$ cat src/rtl/instr_sequencer_pkg.sv
// Shared definitions for the instruction sequencer: opcode constants,
// FSM state encoding and trap cause codes.
package instr_sequencer_pkg;

   localparam logic [6:0] OP_R = 7'b0110011;
   localparam logic [6:0] OP_I = 7'b0000011;

   typedef enum logic [2:0] {
      S_IDLE      = 3'd0,
      S_FETCH     = 3'd1,
      S_DECODE    = 3'd2,
      S_EXECUTE   = 3'd3,
      S_WRITEBACK = 3'd4,
      S_TRAP      = 3'd5
   } state_t;

   typedef enum logic [1:0] {
      CAUSE_NONE    = 2'b00,
      CAUSE_TIMEOUT = 2'b01,
      CAUSE_ILLEGAL = 2'b10
   } trap_cause_t;

   function automatic logic is_legal_opcode(input logic [6:0] opcode);
      return (opcode == OP_R) || (opcode == OP_I);
   endfunction

endpackage

$ cat src/rtl/instr_sequencer_seq_cycle_timer.sv
// Loadable down-counter with a zero flag; stops at zero until reloaded.
module seq_cycle_timer #(
   parameter int W = 4
) (
   input  logic         clk,
   input  logic         reset,
   input  logic         load,
   input  logic [W-1:0] load_val,
   input  logic         en,
   output logic         zero
);

   logic [W-1:0] count;

   always_ff @(posedge clk) begin
      if (reset)
         count <= '0;
      else if (load)
         count <= load_val;
      else if (en && !zero)
         count <= count - W'(1);
   end

   assign zero = (count == '0);

endmodule

$ cat src/rtl/instr_sequencer.sv
// Multi-cycle FETCH -> DECODE -> EXECUTE -> WRITEBACK sequencer with
// req/ack instruction fetch, fetch timeout and illegal-opcode traps.
module instr_sequencer
   import instr_sequencer_pkg::*;
#(
   parameter int                ADDR_W      = 32,
   parameter logic [ADDR_W-1:0] RESET_PC    = '0,
   parameter int                EXEC_CYCLES = 1,
   parameter int                TIMEOUT     = 16
) (
   input  logic              clk,
   input  logic              reset,
   input  logic              run,
   input  logic              trap_clr,
   output logic              imem_req,
   output logic [ADDR_W-1:0] imem_addr,
   input  logic              imem_ack,
   input  logic [31:0]       imem_rdata,
   output logic [31:0]       instr_word,
   input  logic              dec_reg_write,
   output logic              alu_hold,
   output logic              rf_we,
   output logic              retire,
   output logic [ADDR_W-1:0] pc,
   output logic [31:0]       instr_count,
   output logic              trap,
   output logic [1:0]        trap_cause
);

   localparam int TO_W = (TIMEOUT > 1) ? $clog2(TIMEOUT) : 1;
   localparam int EX_W = (EXEC_CYCLES > 1) ? $clog2(EXEC_CYCLES) : 1;

   state_t      state, next_state;
   trap_cause_t cause;
   logic        legal;
   logic        fetch_load, fetch_zero;
   logic        exec_load, exec_zero;

   assign legal     = is_legal_opcode(instr_word[6:0]);
   assign imem_addr = pc;

   // Timers reload on state entry, so each visit starts a fresh count.
   assign fetch_load = (next_state == S_FETCH) && (state != S_FETCH);
   assign exec_load  = (next_state == S_EXECUTE) && (state != S_EXECUTE);

   seq_cycle_timer #(.W(TO_W)) fetch_timer (
      .clk      (clk),
      .reset    (reset),
      .load     (fetch_load),
      .load_val (TO_W'(TIMEOUT - 1)),
      .en       (state == S_FETCH),
      .zero     (fetch_zero)
   );

   seq_cycle_timer #(.W(EX_W)) exec_timer (
      .clk      (clk),
      .reset    (reset),
      .load     (exec_load),
      .load_val (EX_W'(EXEC_CYCLES - 1)),
      .en       (state == S_EXECUTE),
      .zero     (exec_zero)
   );

   // NOTE: sequential state uses non-blocking assignments so every register
   // samples pre-edge values regardless of process ordering.
   always_ff @(posedge clk) begin
      if (reset)
         state <= S_IDLE;
      else
         state <= next_state;
   end

   // NOTE: each combinational output gets a default first; a path that
   // leaves one unassigned would infer a latch.
   always_comb begin
      next_state = state;
      case (state)
         S_IDLE:      if (run) next_state = S_FETCH;
         S_FETCH: begin
            if (imem_ack)
               next_state = S_DECODE;
            else if (fetch_zero)
               next_state = S_TRAP;
         end
         S_DECODE:    next_state = legal ? S_EXECUTE : S_TRAP;
         S_EXECUTE:   if (exec_zero) next_state = S_WRITEBACK;
         S_WRITEBACK: next_state = run ? S_FETCH : S_IDLE;
         S_TRAP:      if (trap_clr) next_state = S_IDLE;
         default:     next_state = S_IDLE;
      endcase
   end

   always_comb begin
      imem_req = 1'b0;
      alu_hold = 1'b0;
      rf_we    = 1'b0;
      retire   = 1'b0;
      trap     = 1'b0;
      case (state)
         S_FETCH:     imem_req = 1'b1;
         S_EXECUTE:   alu_hold = 1'b1;
         S_WRITEBACK: begin
            rf_we  = dec_reg_write;
            retire = 1'b1;
         end
         S_TRAP:      trap = 1'b1;
         default:     ;
      endcase
   end

   always_ff @(posedge clk) begin
      if (reset) begin
         pc          <= RESET_PC;
         instr_word  <= '0;
         instr_count <= '0;
         cause       <= CAUSE_NONE;
      end else begin
         if (state == S_FETCH && imem_ack)
            instr_word <= imem_rdata;
         if (state == S_WRITEBACK) begin
            pc          <= pc + ADDR_W'(4);
            instr_count <= instr_count + 32'd1;
         end
         if (state == S_FETCH && !imem_ack && fetch_zero)
            cause <= CAUSE_TIMEOUT;
         else if (state == S_DECODE && !legal)
            cause <= CAUSE_ILLEGAL;
         else if (state == S_TRAP && trap_clr)
            cause <= CAUSE_NONE;
      end
   end

   assign trap_cause = cause;

endmodule

$ cat config.mk
export PLATFORM = sky130hd
export DESIGN_NAME = instr_sequencer
export DESIGN_NICKNAME = d
export VERILOG_FILES = /design/src/rtl/instr_sequencer_pkg.sv /design/src/rtl/instr_sequencer_seq_cycle_timer.sv /design/src/rtl/instr_sequencer.sv
export SDC_FILE = /design/constraint.sdc
export NUM_CORES = 1
export LEC_CHECK = 0
export CAP_MARGIN = 15
export CORE_ASPECT_RATIO = 0.7
export CORE_MARGIN = 2
export CORE_UTILIZATION = 45
export DETAILED_ROUTE_END_ITERATION = 7
export GPL_ROUTABILITY_DRIVEN = 0
export GPL_TIMING_DRIVEN = 0
export PLACE_DENSITY_LB_ADDON = 0.2
export SLEW_MARGIN = 20
export SYNTH_ARGS = -nofsm -noshare
export SYNTH_HDL_FRONTEND = slang
export SYNTH_SLANG_ARGS = --single-unit
$ cat constraint.sdc
create_clock -name clk -period 2.3 [get_ports clk]
set_input_delay 0.345 -clock clk [delete_from_list [all_inputs] [get_ports clk]]
set_output_delay 0.345 -clock clk [all_outputs]
set_load 0.005 [all_outputs]
After elaboration in Yosys (flattened, before gate mapping)
Cells that the tools add are included.
{"block": "classes", "addsub": 4, "n_eq_ne": 11, "mux": 18, "reduce_logical": 20}
{"op": "adder 32 x 1 -> 32 bit (second input constant)", "count": 1}
{"op": "adder 32 x 3 -> 32 bit (second input constant)", "count": 1}
{"op": "two-way mux 3 bit", "count": 6}
{"op": "one-hot mux 3 bit (6 select lines)", "count": 1}
{"op": "equality test 3 x 2 -> 1 bit (second input constant)", "count": 3}
{"op": "logical AND 1 bit", "count": 9}
{"op": "two-way mux 4 bit", "count": 2}
{"op": "equality test 7 x 2 -> 1 bit (second input constant)", "count": 1}
{"op": "equality test 7 x 6 -> 1 bit (second input constant)", "count": 1}
{"op": "two-way mux 1 bit", "count": 7}
{"op": "equality test 3 x 1 -> 1 bit (second input constant)", "count": 2}
{"op": "equality test 3 bit (second input constant)", "count": 2}
{"op": "logical NOT 4 bit", "count": 1}
{"op": "two-way mux 2 bit", "count": 2}
{"op": "nonzero test 2 bit", "count": 2}
{"op": "OR reduction 2 bit", "count": 2}
{"op": "subtractor 4 x 1 -> 4 bit (second input constant)", "count": 1}
{"op": "logical NOT 1 bit", "count": 3}
{"op": "logical NOT 3 bit", "count": 1}
{"op": "!= test 3 x 1 -> 1 bit (second input constant)", "count": 1}
{"op": "!= test 3 x 2 -> 1 bit (second input constant)", "count": 1}
{"op": "nonzero test 3 bit", "count": 1}
{"op": "logical OR 1 bit", "count": 1}
{"op": "subtractor 1 bit (second input constant)", "count": 1}
{"block": "totals", "regBits": 106, "inputBits": 38}

Logic depth before layout (Yosys ltp)
Gate-level depths: netlist (run 1).
{"block": "depth", "ltp_word": 7, "mapped_depth": 7, "depth_no_buf": 6}

By module
A second synthesis (run 1) with hierarchy kept.
{"block": "hier_totals", "cells_unflattened": 595, "hier_area_um2": 4863.4}
{"mod": "instr_sequencer", "instances": 1, "cells_each": 562, "area_each_um2": 4553.1, "seq_area_each_um2": 1981.9}
{"mod": "seq_cycle_timer at fetch_timer", "instances": 1, "cells_each": 29, "area_each_um2": 262.8, "seq_area_each_um2": 80.1}
{"mod": "seq_cycle_timer at exec_timer", "instances": 1, "cells_each": 4, "area_each_um2": 47.5, "seq_area_each_um2": 20.0}

Least setup slack after synthesis (run 1)
OpenSTA, ideal clock, no wires.
{"block": "synth_timing", "path_type": "flip-flop to flip-flop", "start": "reg instr_count[0]", "end": "reg instr_count[30]", "setup_ns": 0.070, "t_arrival_ns": 1.864, "slack_ns": 0.366, "path_stages_with_launch": 8, "path_buffers": 2, "cell_sequence": "dfxtp_1 -> ha_1 -> nand4bb_4 -> or2_1 -> buf_6 -> buf_6 -> or4_1 -> a21oi_1"}
{"block": "synth_between", "elab_chain_cells": 1}
{"element": "start: declaration", "line_no": "instr_sequencer.sv:25", "source": "output logic [31:0] instr_count,"}
{"element": "start signal: assignment", "line_no": "instr_sequencer.sv:122", "source": "instr_count <= instr_count + 32'd1;"}
{"element": "adder 32 x 1 -> 32 bit", "line_no": "instr_sequencer.sv:122"}
No other way between the ends.
A chain may end at the register's enable or synchronous reset.

Worst setup path after layout (run 1)
{"block": "layout_timing", "start": "reg state[0]", "end": "out rf_we"}
{"block": "layout_between", "elab_chain_cells": 2}
{"element": "start: declaration", "line_no": "instr_sequencer.sv:33", "source": "state_t state, next_state;"}
{"element": "start signal: assignment", "line_no": "instr_sequencer.sv:70", "source": "state <= next_state;"}
{"element": "equality test 3 bit", "line_no": "instr_sequencer.sv:99", "source": "case (state)"}
{"element": "two-way mux 1 bit", "line_no": "instr_sequencer.sv:99"}
{"element": "end: declaration", "line_no": "instr_sequencer.sv:22", "source": "output logic rf_we,"}
No other way between the ends.

==> run summary, run 1 <==
The antenna diode instance count was 0. By count the netlist is led by 104 x sky130_fd_sc_hd__dfxtp_1, 89 x sky130_fd_sc_hd__nand2_1, 75 x sky130_fd_sc_hd__a21oi_1. The arrival time of the worst setup path was 1.85 ns. The count of hold-fix buffers inserted at cts came out at 0. Cells fill 68.0% of the core in the end. The top cell type's share of synthesized area works out to 42.6%. The count of pins over their slew limit was 0. Critical register-to-register path endpoint: instr_count[29]. Share of the clock period used by the worst path: 95.4%.

The H-tree was split into 3 levels. The dominant register cell in the synthesized netlist was sky130_fd_sc_hd__dfxtp_1. Number of synthesis warnings: 0. For this design the static power due to leakage is 2.45 nW.

The total I/O pin count is 173, and the via total after detailed routing is 4921. The clock transition at the register clock pins on the worst setup and hold paths after CTS was 0.07 ns. The synthesized design contains 0 enable-type register cells. The worst setup path is of the reg2out kind. After synthesis the cells add up to 4890 sq um. The most numerous cell in the Yosys netlist is sky130_fd_sc_hd__dfxtp_1. The worst setup path is captured at a primary output. In the routed layout, each cell is associated on average with a via count of 5.45.

On the final layout, the worst clock skew is 0.00680 ns. For this design the ratio of total power to cell area is 549 nW/um^2. The root buffer cell chosen for the clock tree is sky130_fd_sc_hd__clkbuf_16.

The cell count after synthesis is 580. After the last flow step, the layout net total stands at 807. The later pin in the worst-skew pair is clocked with a latency of 0.35 ns. Startpoint of the worst register-to-register path: instr_count[6]. In this run the standard cell core region covers 10500 sq um. The wire length of the first global-routing pass came out at 22300 um. The final routed DRC violation total came out at 0. The number of global-route vias before repair is 4593. The clock passes through at most 2 buffers. The maximum fanout encountered on the critical timing path came out at 10.

The headroom to the max-slew limit came out at 59.6%. Count of cell types in the netlist: 47. Summing the sequential cell areas from Yosys gives 42.6% of the chip area. The run gives 0 as the count of max-cap constraint violations.

After floorplanning, the core was divided into 31 placement rows. Setup repair after global routing left no endpoint under its margin. Global routing used 23.7% of the available tracks across all layers. Final hold analysis gives a worst-case slack of 0.454 ns.

Setup violations remaining at the end of the flow were counted as 0. The startpoint of the tightest hold check path was instr_word[21]. For the worst flop-to-flop path, the logic depth is 6.

Entering global routing, the biggest net connects 18 pins. The worst supply voltage drop on vdd came out at 0.000416 V. Port buffering added 168 buffers.

The share of synthesized registers carrying an async set or reset is 0%, and the count of clock tree sinks is 104. Critical path required time: 1.96 ns. The flow ran to the end, and the final reports show no timing, DRC or antenna violations. The logs give 0.13 ns for the register-to-register path setup slack and 5 for the first-pass iteration count of the detailed router. By area the synthesized netlist is led by sky130_fd_sc_hd__dfxtp_1 43%, sky130_fd_sc_hd__a21oi_1 7.7%, sky130_fd_sc_hd__nand2_1 6.8%, sky130_fd_sc_hd__buf_4 5.4%, sky130_fd_sc_hd__or4_1 3.7%. The floorplan step defined a die boundary enclosing 11700 sq um. The average instance area after synthesis works out to 8.43 sq um.

The measured slew at the worst slew-check pin is 0.606 ns. The worst hold path endpoint was instr_word[21]. The logs give 9 for the number of CTS-inserted buffers and 0 for the post-detailed-route count of antenna-violating nets.

Compared with the post-synthesis result, the final layout area differs by 45.7%. The die width works out to 129 um. For the leftover overflow at the end of global routing, the log shows 0. For the initial antenna violation count, the log shows 0. After legalization and detailed placement, the total HPWL measured 10200 um. The worst hold path depth came out at 2. The die span in y was 91.2 um. Once the floorplan was initialized, standard cells occupied 46.7% of the core. The proportion of layout cells with a drive suffix above 1 came out at 9.60%.

The run gives 13900 um as the total wire length. Number of storage elements in the synthesis netlist: 104. The tools report the number of DRC markers after the initial detailed-route iteration as 258.

The maximum operating frequency came out at 456 MHz. The run gives 0 as the final number of hold-violating endpoints. Top cell type by total area after synthesis: sky130_fd_sc_hd__dfxtp_1. TritonCTS built the clock tree. Average routed wire per standard cell: 15.4 um. The clock period could shrink to 2.19 ns.

The worst setup path is launched from a flop. Type of the tightest min-delay check: reg2reg.
[worst max path at each step]
stage,startpoint,to,depth (start not counted)
3_3_place_gp,state[0],rf_we,5
4_1_cts,state[0],rf_we,5
2_1_floorplan,instr_count[0],instr_count[30],7
5_1_grt,imem_addr[10],imem_addr[28],6
6_report,state[0],rf_we,5
3_5_place_dp,state[0],rf_we,5
[cells by family (layout without fill, tap and decap cells)]
| group | after synthesis | after routing | share of synthesized area (%) |
|---|---|---|---|
| xor gates and xnor gates | 25 | 25 | 4.48 |
| buffers and inverters | 77 | 265 | 9.21 |
| other | 1 | 4 | 0.0767 |
| DFF | 104 | 104 | 42.6 |
| and+or+nand+nor | 243 | 243 | 27.5 |
| AOI/OAI and AO/OA | 123 | 123 | 14.5 |
| adders and majority gates | 3 | 3 | 0.768 |
| muxes | 4 | 4 | 0.845 |
[per-layer routing]
layer | global-route usage, % | share of wire, %
met5 | 0 | 0
met4 | 6.88 | 1.1
met3 | 7.84 | 8.6
met2 | 38.9 | 46
met1 | 29.6 | 44
[final cells by class]
class	instances	area, sq um
clock inverter	6	92.6
sequential	104	2080
timing repair buffer	172	1710
inverter	10	37.5
clock buffer	10	239
tap	132	165
multi-input combinational	402	2380
buffer	67	420
fill	853	3350
[flip-flops by register name, summed over array words and instances (netlist names)]
register / flops
exec_timer.count: 1
fetch_timer.count: 4
imem_addr: 30
instr_count: 32
instr_word: 32
state: 3
trap_cause: 2
[cell usage in the layout (no fill, tap or decap), types with 11 or more instances in the layout]
cell type                         synthesis  layout
sky130_fd_sc_hd__a21oi_1                 75      75
sky130_fd_sc_hd__nand3_1                 21      21
sky130_fd_sc_hd__nor2_1                  30      30
sky130_fd_sc_hd__nand2_1                 89      89
sky130_fd_sc_hd__or4_1                   24      24
sky130_fd_sc_hd__clkbuf_1                23      22
sky130_fd_sc_hd__and4_1                  13      13
sky130_fd_sc_hd__clkdlybuf4s50_1          0     168
sky130_fd_sc_hd__nand4_1                 16      16
sky130_fd_sc_hd__o21ai_0                 13      13
sky130_fd_sc_hd__dfxtp_1                104     104
sky130_fd_sc_hd__or3_1                   13      13
sky130_fd_sc_hd__xnor2_1                 11      11
sky130_fd_sc_hd__xor2_1                  14      14
sky130_fd_sc_hd__o31ai_1                 23      23
sky130_fd_sc_hd__buf_4                   35      39
[what timing repair did]
item / in CTS / in global routing
gates resized for setup: 2 / 4
endpoints found under the setup margin: 2 / 12
buffers inserted: 1 / 3
pin swaps: 1 / 1
[worst max-delay path, cell delays in order, from the launching register on]
cell and delay, ns:
sky130_fd_sc_hd__dfxtp_1 0.35, sky130_fd_sc_hd__buf_2 0.19, sky130_fd_sc_hd__nor3b_4 0.22, sky130_fd_sc_hd__buf_6 0.15
sky130_fd_sc_hd__and2_1 0.12, sky130_fd_sc_hd__clkdlybuf4s50_1 0.49
[metrics by stage]
step	setup WS, ns	cells	TNS (ns)	area [sq um]	power (mW)
after global placement	-0.0117	883	-0.0117	6750	2.26
after floorplan	0.366	583	0	4900	2.08
final	0.107	903	0	7120	3.91
after global routing	0.000624	903	0	7120	4.05
after detailed placement	-0.0510	883	-0.0510	6750	2.27
after CTS	0.000408	900	0	7090	3.94
[power by group]
group	internal (mW)	switching (mW)	leakage [nW]
clock network	0.987	0.689	0.155
registers	1.84	0.0304	0.841
logic	0.197	0.167	1.46
Note: power is estimated with default switching activity, not from simulation.
==> inputs of run 2 (changes only) <==
Settings changed: PLACE_DENSITY set to 0.86, PLACE_DENSITY_LB_ADDON 0.2 to unset.
==> run 2 against run 1 <==
Combinational power increased by 2%. Sequential share of layout area about the same. Non-clock buffer count increased by 3. Hold slack got worse by 0.00086 ns. Cell count increased by 0.33%. Critical endpoint unchanged.
==> run summary, run 2 (synthesized netlist as in run 1, its figures left out) <==
The flow ran to the end, and the final reports show no timing, DRC or antenna violations. The maximum operating frequency came out at 457 MHz (was 456 MHz). The tools report the setup-violating endpoint count in the final report as 0 (unchanged). The worst setup path category was reg2out (unchanged). The count of clock tree sinks was 104 (unchanged); the measured slew at the worst slew-check pin was 0.653 ns (was 0.606 ns). The layout filler cell count is 813 (was 853). The worst supply voltage drop on vdd is 0.000383 V (was 0.000416 V). The critical path launch point type was a flop (unchanged). The H-tree depth is 3 (unchanged), and the maximum fanout encountered on the critical timing path is 10 (unchanged).

Clock tree buffer depth: 2 (unchanged). The die width works out to 129 um (unchanged). The type of element capturing the critical path was a primary output (unchanged). The estimated wirelength of the detail-placed design came out at 10300 um (was 10200 um). The first-pass iteration count of the detailed router is 4 (was 5). The most frequent standard cell in the layout excluding fill and tap cells was sky130_fd_sc_hd__clkdlybuf4s50_1 (unchanged). The final routed DRC violation total was 0 (unchanged); the proportion of layout cells with a drive suffix above 1 was 9.82% (was 9.60%). The logs give -0.0401 ns (was -0.0510 ns) for the pre-CTS worst setup slack and 56.4% (was 59.6%) for the headroom to the max-slew limit. The initial antenna violation count is 0 (unchanged), and the number of CTS-inserted buffers is 9 (unchanged). The share of the clock period used by the worst path came out at 95.1% (was 95.4%). The total wire length was 14000 um (was 13900 um); the count of max-cap constraint violations was 0 (unchanged). Leading cell types in the layout, fill and taps excluded: 168 x sky130_fd_sc_hd__clkdlybuf4s50_1, 103 x sky130_fd_sc_hd__dfxtp_1, 89 x sky130_fd_sc_hd__nand2_1 (was 168 x sky130_fd_sc_hd__clkdlybuf4s50_1, 104 x sky130_fd_sc_hd__dfxtp_1, 89 x sky130_fd_sc_hd__nand2_1). The tools report the starting density of the core as 46.7% (unchanged). The final worst-path setup slack was 0.112 ns (was 0.107 ns).

The number of vias per cell after detailed routing works out to 5.56 (was 5.45). The cell with the biggest individual delay on the critical path was sky130_fd_sc_hd__clkdlybuf4s50_1 (unchanged). The number of global-route vias before repair came out at 4625 (was 4593). The clock transition at the register clock pins on the worst setup and hold paths after CTS was 0.07 ns (about the same); the register-to-register path setup slack was 0.13 ns (about the same). Cell chain of the critical path: buf_4 > nor3b_4 > buf_6 > and2_1 > clkdlybuf4s50_1 (was buf_2 > nor3b_4 > buf_6 > and2_1 > clkdlybuf4s50_1).

The run gives 0 (unchanged) as the count of pins over their slew limit. The run gives 31 (unchanged) as the standard-cell row count. The antenna diode instance count was 0 (unchanged); the number of DRC markers after the initial detailed-route iteration was 302 (was 258).

The die span in y was 91.2 um (unchanged). The total core area came out at 10500 sq um (unchanged). The type of the tightest min-delay check is reg2reg (unchanged). The floorplan die area was 11700 sq um (unchanged); the pin count of the biggest net entering global routing was 16 (was 18). The final-stage net count was 810 (was 807). The post-layout minimum cycle time was 2.19 ns (about the same); the power density relative to cell area was 542 nW/um^2 (was 549 nW/um^2). Leakage power: 2.47 nW (was 2.45 nW). For the final number of hold-violating endpoints, the log shows 0 (unchanged). Clock tree root buffer cell: sky130_fd_sc_hd__clkbuf_16 (unchanged). The leftover overflow at the end of global routing was 0 (unchanged). The via total after detailed routing came out at 5037 (was 4921). The delay of the slowest cell on the worst path came out at 0.49 ns (about the same).

The area added between synthesis and finish works out to 46.0% (was 45.7%). The tools report the combined global-route utilization of all metal layers as 23.4% (was 23.7%). The post-detailed-route count of antenna-violating nets is 0 (unchanged), and the average routed wire per standard cell is 15.4 um (about the same). The logs give 173 (unchanged) for the total I/O pin count and 0.00535 ns (was 0.00680 ns) for the worst clock skew. The end-of-flow core utilization was 68.2% (was 68.0%); the count of port buffers added during placement was 168 (unchanged). Setup repair after global routing left no endpoint under its margin. The worst-case hold slack was 0.454 ns (about the same); the clock latency on the worst-skew pair was 0.34 ns (was 0.35 ns). Critical path required time: 1.96 ns (about the same). TritonCTS built the clock tree. The run gives 1.84 ns (was 1.85 ns) as the arrival time of the worst setup path. The wire length of the first global-routing pass is 22200 um (was 22300 um). The tools report the count of hold-fix buffers inserted at cts as 0 (unchanged).
[run 2: changes by cell type in the layout (fill, tap and decap cells not counted), moves of 2 or more]
cell | previous run | this run
sky130_fd_sc_hd__clkbuf_1 | 22 | 24
sky130_fd_sc_hd__clkinv_4 | 2 | 0
sky130_fd_sc_hd__buf_4 | 39 | 43
sky130_fd_sc_hd__clkinvlp_4 | 2 | 0
[run 2: worst max-delay path, delay by kind of cell, from the launching register on]
kind                   cells  cell delay [ns]
flip-flops                 1             0.34
buffers and inverters      3             0.82
AND/OR/NAND/NOR            2             0.35
[run 2: routing by layer]
metal / routed length (um) / up-vias / part of all wire (%) / GRT usage [%]
met4: 266 / 0 / 1.9 / 7.16
met2: 6760 / 208 / 48 / 39.5
met1: 5770 / 2376 / 41 / 28.1
met5: 0 / - / 0 / 0
li1: - / 2427 / - / -
met3: 1170 / 26 / 8.4 / 7.90
[run 2: layout make-up]
class / instances / area, sq um / share of cell area, %
clock buffers: 13 / 250 / 3.51
well taps: 132 / 165 / 2.31
multi-input cells: 402 / 2380 / 33.3
flip-flops and latches: 104 / 2080 / 29.2
repair buffers: 175 / 1730 / 24.3
inverters: 10 / 37.5 / 0.526
clock inverters: 3 / 65.1 / 0.911
plain buffers: 67 / 424 / 5.94
[run 2: worst paths after layout]
check | startpoint | to | depth (start not counted)
worst max-delay path | state[0] | rf_we | 5
worst min-delay path | instr_word[12] | instr_word[12] | 2
worst max register to register | instr_count[10] | instr_count[19] | 7
worst min register to register | instr_word[12] | instr_word[12] | 2
[run 2: stage by stage]
step                instance area (sq um)  power [mW]  instances  setup TNS [ns]
floorplan                            4900        2.08        583               0
global route                         7140        4.02        906               0
detailed placement                   6750        2.27        883         -0.0401
CTS                                  7080        3.89        900               0
finish                               7140        3.87        906               0
global placement                     6750        2.25        883         -0.0192
[run 2: power by group]
group	internal (mW)	switching, mW	total, mW
registers	1.84	0.0297	1.87
logic	0.201	0.171	0.372
clock network	0.984	0.642	1.63
total	3.03	0.843	3.87
[run 2: what timing repair did]
item,CTS,global route
pin swaps,1,2
gates resized for setup,3,8
buffers inserted,1,6
endpoints found under the setup margin,2,13
